<file path="src/rtl/rq_arbiter.sv">
// rq_arbiter: round-robin merge of four 32-bit request streams into one
// registered request stream. Limits how many requests may be issued but not
// yet completed, and can tag each request with its source index.
module rq_arbiter #(
    parameter int unsigned NUM_SRC         = 4,
    parameter int unsigned MAX_OUTSTANDING = 2,
    parameter int unsigned TAG_SOURCE      = 1
) (
    input  logic                      clk,
    input  logic                      resetn,
    input  logic [NUM_SRC*32-1:0]     AXIS_IN_TDATA,
    input  logic [NUM_SRC-1:0]        AXIS_IN_TVALID,
    output logic [NUM_SRC-1:0]        AXIS_IN_TREADY,
    output logic [31:0]               AXIS_RQ_TDATA,
    output logic                      AXIS_RQ_TVALID,
    input  logic                      AXIS_RQ_TREADY,
    input  logic                      pkt_done,
    output logic [3:0]                outstanding,
    output logic                      underflow_err
);

    localparam int unsigned DW   = 32;
    localparam int unsigned IDXW = 2;
    localparam int unsigned CNTW = 4;

    logic [DW-1:0]   rq_tdata_q, rq_tdata_d;
    logic            rq_tvalid_q, rq_tvalid_d;
    logic [IDXW-1:0] last_grant_q, last_grant_d;
    logic [CNTW-1:0] outstanding_q, outstanding_d;
    logic            underflow_q, underflow_d;

    logic            grant_vld;
    logic [IDXW-1:0] grant_idx;
    logic            slot_free;
    logic            credit_ok;
    logic            in_hs;
    logic            out_hs;
    logic [CNTW:0]   inflight;

    // Round-robin search starting one past the last granted source
    always_comb begin
        logic [IDXW-1:0] cand;
        grant_vld = 1'b0;
        grant_idx = '0;
        cand      = '0;
        for (int unsigned off = 1; off <= NUM_SRC; off++) begin
            cand = last_grant_q + IDXW'(off);
            if (!grant_vld && AXIS_IN_TVALID[cand]) begin
                grant_vld = 1'b1;
                grant_idx = cand;
            end
        end
    end

    // Grant qualification: free output slot and credit; a same-cycle
    // pkt_done is deliberately not counted back as credit
    always_comb begin
        inflight       = {1'b0, outstanding_q} + (CNTW+1)'(rq_tvalid_q);
        slot_free      = !rq_tvalid_q || AXIS_RQ_TREADY;
        credit_ok      = inflight < (CNTW+1)'(MAX_OUTSTANDING);
        in_hs          = resetn && slot_free && credit_ok && grant_vld;
        out_hs         = rq_tvalid_q && AXIS_RQ_TREADY;
        AXIS_IN_TREADY = in_hs ? (NUM_SRC'(1) << grant_idx) : '0;
    end

    // Next-state for output register, grant pointer and credit counter
    always_comb begin
        rq_tdata_d    = rq_tdata_q;
        rq_tvalid_d   = rq_tvalid_q;
        last_grant_d  = last_grant_q;
        outstanding_d = outstanding_q;
        underflow_d   = underflow_q;

        if (in_hs) begin
            rq_tdata_d   = AXIS_IN_TDATA[grant_idx*DW +: DW];
            if (TAG_SOURCE != 0) begin
                rq_tdata_d[DW-1:DW-IDXW] = grant_idx;
            end
            rq_tvalid_d  = 1'b1;
            last_grant_d = grant_idx;
        end else if (out_hs) begin
            rq_tvalid_d  = 1'b0;
        end

        if (pkt_done && (outstanding_q == '0)) begin
            underflow_d = 1'b1;
            if (out_hs) begin
                outstanding_d = outstanding_q + CNTW'(1);
            end
        end else if (out_hs && !pkt_done) begin
            outstanding_d = outstanding_q + CNTW'(1);
        end else if (!out_hs && pkt_done) begin
            outstanding_d = outstanding_q - CNTW'(1);
        end
    end

    // State registers with synchronous active-low reset
    always_ff @(posedge clk) begin
        if (!resetn) begin
            rq_tdata_q    <= '0;
            rq_tvalid_q   <= 1'b0;
            last_grant_q  <= IDXW'(NUM_SRC - 1);
            outstanding_q <= '0;
            underflow_q   <= 1'b0;
        end else begin
            rq_tdata_q    <= rq_tdata_d;
            rq_tvalid_q   <= rq_tvalid_d;
            last_grant_q  <= last_grant_d;
            outstanding_q <= outstanding_d;
            underflow_q   <= underflow_d;
        end
    end

    assign AXIS_RQ_TDATA  = rq_tdata_q;
    assign AXIS_RQ_TVALID = rq_tvalid_q;
    assign outstanding    = outstanding_q;
    assign underflow_err  = underflow_q;

endmodule

</file>
<file path="config.mk">
export PLATFORM = sky130hd
export DESIGN_NAME = rq_arbiter
export DESIGN_NICKNAME = d
export VERILOG_FILES = /design/src/rtl/rq_arbiter.sv
export SDC_FILE = /design/constraint.sdc
export NUM_CORES = 1
export LEC_CHECK = 0
export BUFFER_PORTS_ARGS = -buffer_cell sky130_fd_sc_hd__clkbuf_2
export CORE_ASPECT_RATIO = 0.75
export CORE_UTILIZATION = 44
export DETAILED_ROUTE_END_ITERATION = 8
export GPL_ROUTABILITY_DRIVEN = 0
export PLACE_DENSITY = 0.86
export SLEW_MARGIN = 20
export SYNTH_ARGS = -nofsm -noshare
export SYNTH_HDL_FRONTEND = slang
export SYNTH_SLANG_ARGS = --single-unit
</file>
<file path="constraint.sdc">
create_clock -name clk -period 7.1 [get_ports clk]
set_clock_uncertainty 0.2 [all_clocks]
set_input_delay 1.42 -clock clk [delete_from_list [all_inputs] [get_ports clk]]
set_output_delay 1.42 -clock clk [all_outputs]
set_load 0.02 [all_outputs]
</file>
## Yosys cells after proc, flatten, opt, wreduce, memory -nomap -nowiden

Index checks and enable logic that the tools add are counted.

| cells by class | value |
|---|---|
| add/sub/neg operators | 6 |
| multipliers | 0 |
| divide/modulo/power cells | 0 |
| $lt $le $gt $ge | 5 |
| equality and inequality tests | 1 |
| shift operators | 2 |
| multiplexer cells | 23 |
| bitwise logic cells | 0 |
| reductions and logical operators | 21 |

Operators with widths:

| cell | number |
|---|---|
| 128-bit by 8-bit variable part select with 30-bit output | 1 |
| 4-bit two-way mux | 5 |
| 2-bit by 3-bit < comparator with 1-bit output, second input constant | 4 |
| 1-bit logical AND | 10 |
| 1-bit two-way mux | 10 |
| 1-bit binary-select mux with 2-bit select | 4 |
| 2-bit two-way mux | 4 |
| 1-bit zero test | 6 |
| 4-bit by 1-bit adder with 5-bit output | 1 |
| 5-bit by 2-bit < comparator with 1-bit output, second input constant | 1 |
| 2-bit adder, second input constant | 2 |
| 4-bit by 1-bit adder with 4-bit output, second input constant | 1 |
| 4-bit zero test | 1 |
| 1-bit by 2-bit << shifter with 4-bit output, first input constant | 1 |
| 4-bit by 1-bit subtractor with 4-bit output, second input constant | 1 |
| 3-bit nonzero test | 1 |
| 2-bit by 1-bit adder with 2-bit output, second input constant | 1 |
| 2-bit inequality test, second input constant | 1 |
| 2-bit AND reduction | 1 |
| 2-bit nonzero test | 1 |
| 1-bit logical OR | 1 |

| storage, ports and cells | value |
|---|---|
| bits in registers | 40 |
| latch bits | 0 |
| bits in writable memories | 0 |
| memory bits (read-only) | 0 |
| input port bits | 136 |
| output and inout port bits | 42 |
| logic and storage cells | 63 |
| memories | 0 |

## Logic depth before layout (Yosys ltp)

| logic depth | value |
|---|---|
| depth in word-level cells | 15 |
| mapped depth | 8 |
| gate-level depth less buffers | 7 |

## Least setup slack after synthesis

OpenSTA, ideal clock, no wires.

| timing path | value |
|---|---|
| path kind | input-to-output |
| start | input port resetn |
| end | output port AXIS_IN_TREADY[2] |
| arrival | 2.697 ns |
| data required time | 5.480 ns |
| slack | 2.783 ns |
| stages on the path | 5 |
| buffers on the path | 0 |
| cells stage by stage | inv_2 nor4_4 and3_4 nand2_1 a211oi_1 |

| between the ends | value |
|---|---|
| word-level cells in the longest chain between the ends | 4 |

RTL lines:

| item | line | RTL |
|---|---|---|
| start: declaration | 10 | `input logic resetn,` |
| 1-bit logical AND (3 in a row) | 61 | `in_hs = resetn && slot_free && credit_ok && grant_vld;` |
| 4-bit two-way mux | 63 | `AXIS_IN_TREADY = in_hs ? (NUM_SRC'(1) << grant_idx) : '0;` |
| end: declaration | 13 | `output logic [NUM_SRC-1:0] AXIS_IN_TREADY,` |

No other way between the ends.

## Worst setup path after layout

Ends and elaborated chain as after synthesis.

==> results.md <==
* # nets final at 552
* Via count at roughly 2,500
* Final Cell Area at 0.00334 mm2
* Hold crit path type: register to register
* Number of gates resized after cts at 0
* Critical Path Start Type: primary input
* Yosys warning total at 0
* Final period util at 0.695
* Ant. Diodes at 0
* Final hold vios at 0
* First-pass GRT wire length at 9.54 mm
* Max Cap Viol at 0
* Area after DPL at 0.00324 mm2
* Slew @ Worst Pin at 0.758 ns
* Status: finished clean
* Gr usage total at 0.209
* Netlist Area Pre-Place at 0.00244 mm2
* Static Leak at 1.80 nW
* Initial antenna violation count at 0
* Number of global-route vias before repair at ~2,200
* TritonCTS clock tree: built
* FF+latch count, synth at 40
* Compound-Gate Fraction of Synth Area at 0.170
* Main combinational cell family by area after synthesis: multiplexers
* Post-CTS setup repair buffer count at 0
* CTS sink cnt at 40
* Xor/xnor cell area share of the yosys netlist at 0.0180
* Crit path cell chain: clkbuf_2 > inv_2 > nor4_4 > and3_4 > nand2_2 > a211oi_1 > clkbuf_2
* RSZ-0062 raised after global routing: false
* Die Area at ~0.0058 mm2
* Routed Antenna Nets at 0
* Post-Syn Nets at 389
* Buf/Inv on CP at 3
* Fraction of the mapped netlist area in simple logic gates at 0.123
* Sequential share of the synthesized area at 0.329
* Avg Vias per Cell at slightly above 5
* Share of layout cells above drive strength 1 at 0.464
* Worst vdd ir at 214 uV
* Wl on met1 at between 2 and 3 mm
* Die width at 87.9 um
* Detailed Route Iter0 Violations at 69
* # hold bufs at CTS at 0
* Detailed-route DRC error count at 0
* HPWL Detailed at 5.06 mm
* Ports at around 180
* Pwr/cell area at roughly 340 mW/mm2
* WL per Instance at 13.0 um
* Starting Density at 0.458
* CP endpoint kind: primary output
* Req. time, crit path at approximately 5.5 ns
* Root Driver: clkbuf_8
* WL final at about 6.3 mm
* Delay-heaviest family, CP: simple AND/OR/NAND/NOR gates
* Slowest stage delay, CP at 0.41 ns
* Num CTS Buffers at 5
* Core area at 0.00532 mm2
* Setup TNS Final at 0 ns
* Post-Synthesis Cells at between 200 and 250
* Worst-path clk slew at 0.07 ns
* Multiplexer share of the synthesized area at 0.251
* Largest net degree at the start of global routing at 34
* Crit path top cell by count: clkbuf_2
* Met2 WL post-DR at roughly 3.1 mm
* Distinct cells, synth at 38
* Metal3 WL at 430 um
* Clock buffer depth at 2
* Area grow syn2layout at 37.2%
* Syn avg cell area at 9.82 um2
* Final max-slew violation count at 0
* Die height at 66.4 um
* Total gr overflow at 0
* Critical Path Slowest Stage Cell: a211oi_1
* Highest metal used: met4
* H-tree levels at 2
* Max-Slew Margin vs Limit at 0.493
* Drt first pass iters at 7
* Max FO, Critical Path at 33
* CP arrival at 3.31 ns
* Port Buf Inserts at 169
* Clock Latency Late Sink at 0.29 ns
* Setup violators final at 0
* WS Path Type: primary input to primary output
* Post-synthesis adder-cell area fraction at 0.0257
* Minimum clock period at approximately 4.9 ns
* FMAX at around 0.2 GHz
* Rows at 23
## final timing paths
| path | slack (ns) | depth (start not counted) | endpoint | startpoint |
|---|---|---|---|---|
| min reg2reg | 0.26 | 2 | AXIS_RQ_TDATA[19] | AXIS_RQ_TDATA[19] |
| min | 0.26 | 2 | AXIS_RQ_TDATA[19] | AXIS_RQ_TDATA[19] |
| max reg2reg | 4.52 | 7 | AXIS_RQ_TDATA[14] | outstanding[0] |
| max | 2.17 | 7 | AXIS_IN_TREADY[2] | resetn |
## cell usage after synthesis (all sizes together)
library cell / number / area [um2]
a41oi: 1 / 8.76
nor3b: 1 / 7.51
nor2: 11 / 41.3
a31oi: 1 / 6.26
nand4: 1 / 6.26
xnor2: 4 / 35.0
ha: 5 / 62.6
buf: 13 / 161
nand3: 2 / 10.0
o221ai: 30 / 263
and4bb: 1 / 12.5
a21oi: 2 / 10.0
inv: 7 / 26.3
mux2i: 61 / 611
o21ai: 4 / 27.5
a211oi: 5 / 47.5
clkbuf: 4 / 16.3
nor2b: 3 / 18.8
xor2: 1 / 8.76
a21o: 1 / 7.51
or4: 1 / 7.51
nor4: 1 / 21.3
nand2: 36 / 135
o21a: 3 / 22.5
o211ai: 2 / 15.0
o22ai: 1 / 6.26
dfxtp: 40 / 801
and2: 2 / 12.5
and3: 1 / 11.3
nor3: 2 / 10.0
nand2b: 1 / 6.26
## stage by stage
stage / instances / utilization / power [mW] / setup WS [ns] / hold slack (ns)
detailed placement: 479 / 0.609 / 0.980 / 1.79 / 0.247
global placement: 479 / 0.609 / 0.955 / 1.84 / 0.244
CTS: 487 / 0.627 / 1.14 / 1.79 / 0.265
floorplan: 248 / - / 0.849 / 2.78 / 0.296
finish: 487 / 0.628 / 1.13 / 2.17 / 0.262
global route: 487 / 0.628 / 1.21 / 2.01 / 0.290
## power breakdown
| group | internal (mW) | switching, mW |
|---|---|---|
| Clock | 0.0787 | 0.0800 |
| Combinational | 0.261 | 0.352 |
| Sequential | 0.302 | 0.0561 |
## per-layer routing
metal  vias to the layer above  global-route usage
li1                       1254                   -
met2                       105               0.387
met5                         -                   0
met4                         0              0.0738
met3                         8              0.0462
met1                      1144               0.236
## final cells by class
cell class                      count  area [um2]
Fill cell                         453        1980
Multi-Input combinational cell    184        1450
Timing Repair Buffer              173         876
Sequential cell                    40         801
Tap cell                           75        93.8
Clock buffer                        6        82.6
Inverter                            7        26.3
Clock inverter                      2        15.0
## worst min-delay path, cell delays in order, from the launching register on
cell and delay (ns):
dfxtp_1 0.33, nand2_1 0.05, o221ai_1 0.05
## placed cells by master (no fill, tap or decap), drive strengths merged
| cell type | netlist | layout |
|---|---|---|
| mux2i | 61 | 61 |
| nand2 | 36 | 36 |
| nand3 | 2 | 2 |
| o22ai | 1 | 1 |
| a21o | 1 | 1 |
| inv | 7 | 7 |
| nor4 | 1 | 1 |
| clkinvlp | 0 | 2 |
| and2 | 2 | 2 |
| dfxtp | 40 | 40 |
| xor2 | 1 | 1 |
| nor2 | 11 | 11 |
| buf | 13 | 4 |
| a41oi | 1 | 1 |
| o21a | 3 | 3 |
| o221ai | 30 | 30 |
| ha | 5 | 5 |
| and3 | 1 | 1 |
| nand2b | 1 | 1 |
| a31oi | 1 | 1 |
| o21ai | 4 | 4 |
| a211oi | 5 | 5 |
| nor3 | 2 | 2 |
| clkbuf | 4 | 175 |
| nor3b | 1 | 1 |
| or4 | 1 | 1 |
| a21oi | 2 | 2 |
| and4bb | 1 | 1 |
| nand4 | 1 | 1 |
| nor2b | 3 | 3 |
| o211ai | 2 | 2 |
| xnor2 | 4 | 4 |
## kinds of logic after synthesis
family,Yosys count
adders and majority gates,5
DFF,40
and+or+nand+nor,63
xor gates and xnor gates,5
AOI/OAI and AO/OA,50
buffers and inverters,24
muxes,61
## state kept, by name (all words and copies together) (netlist names)
register / cells
AXIS_RQ_TVALID: 1
outstanding: 4
last_grant_q: 2
underflow_err: 1
AXIS_RQ_TDATA: 32
No activity file was read; power rests on OpenSTA's default activity.
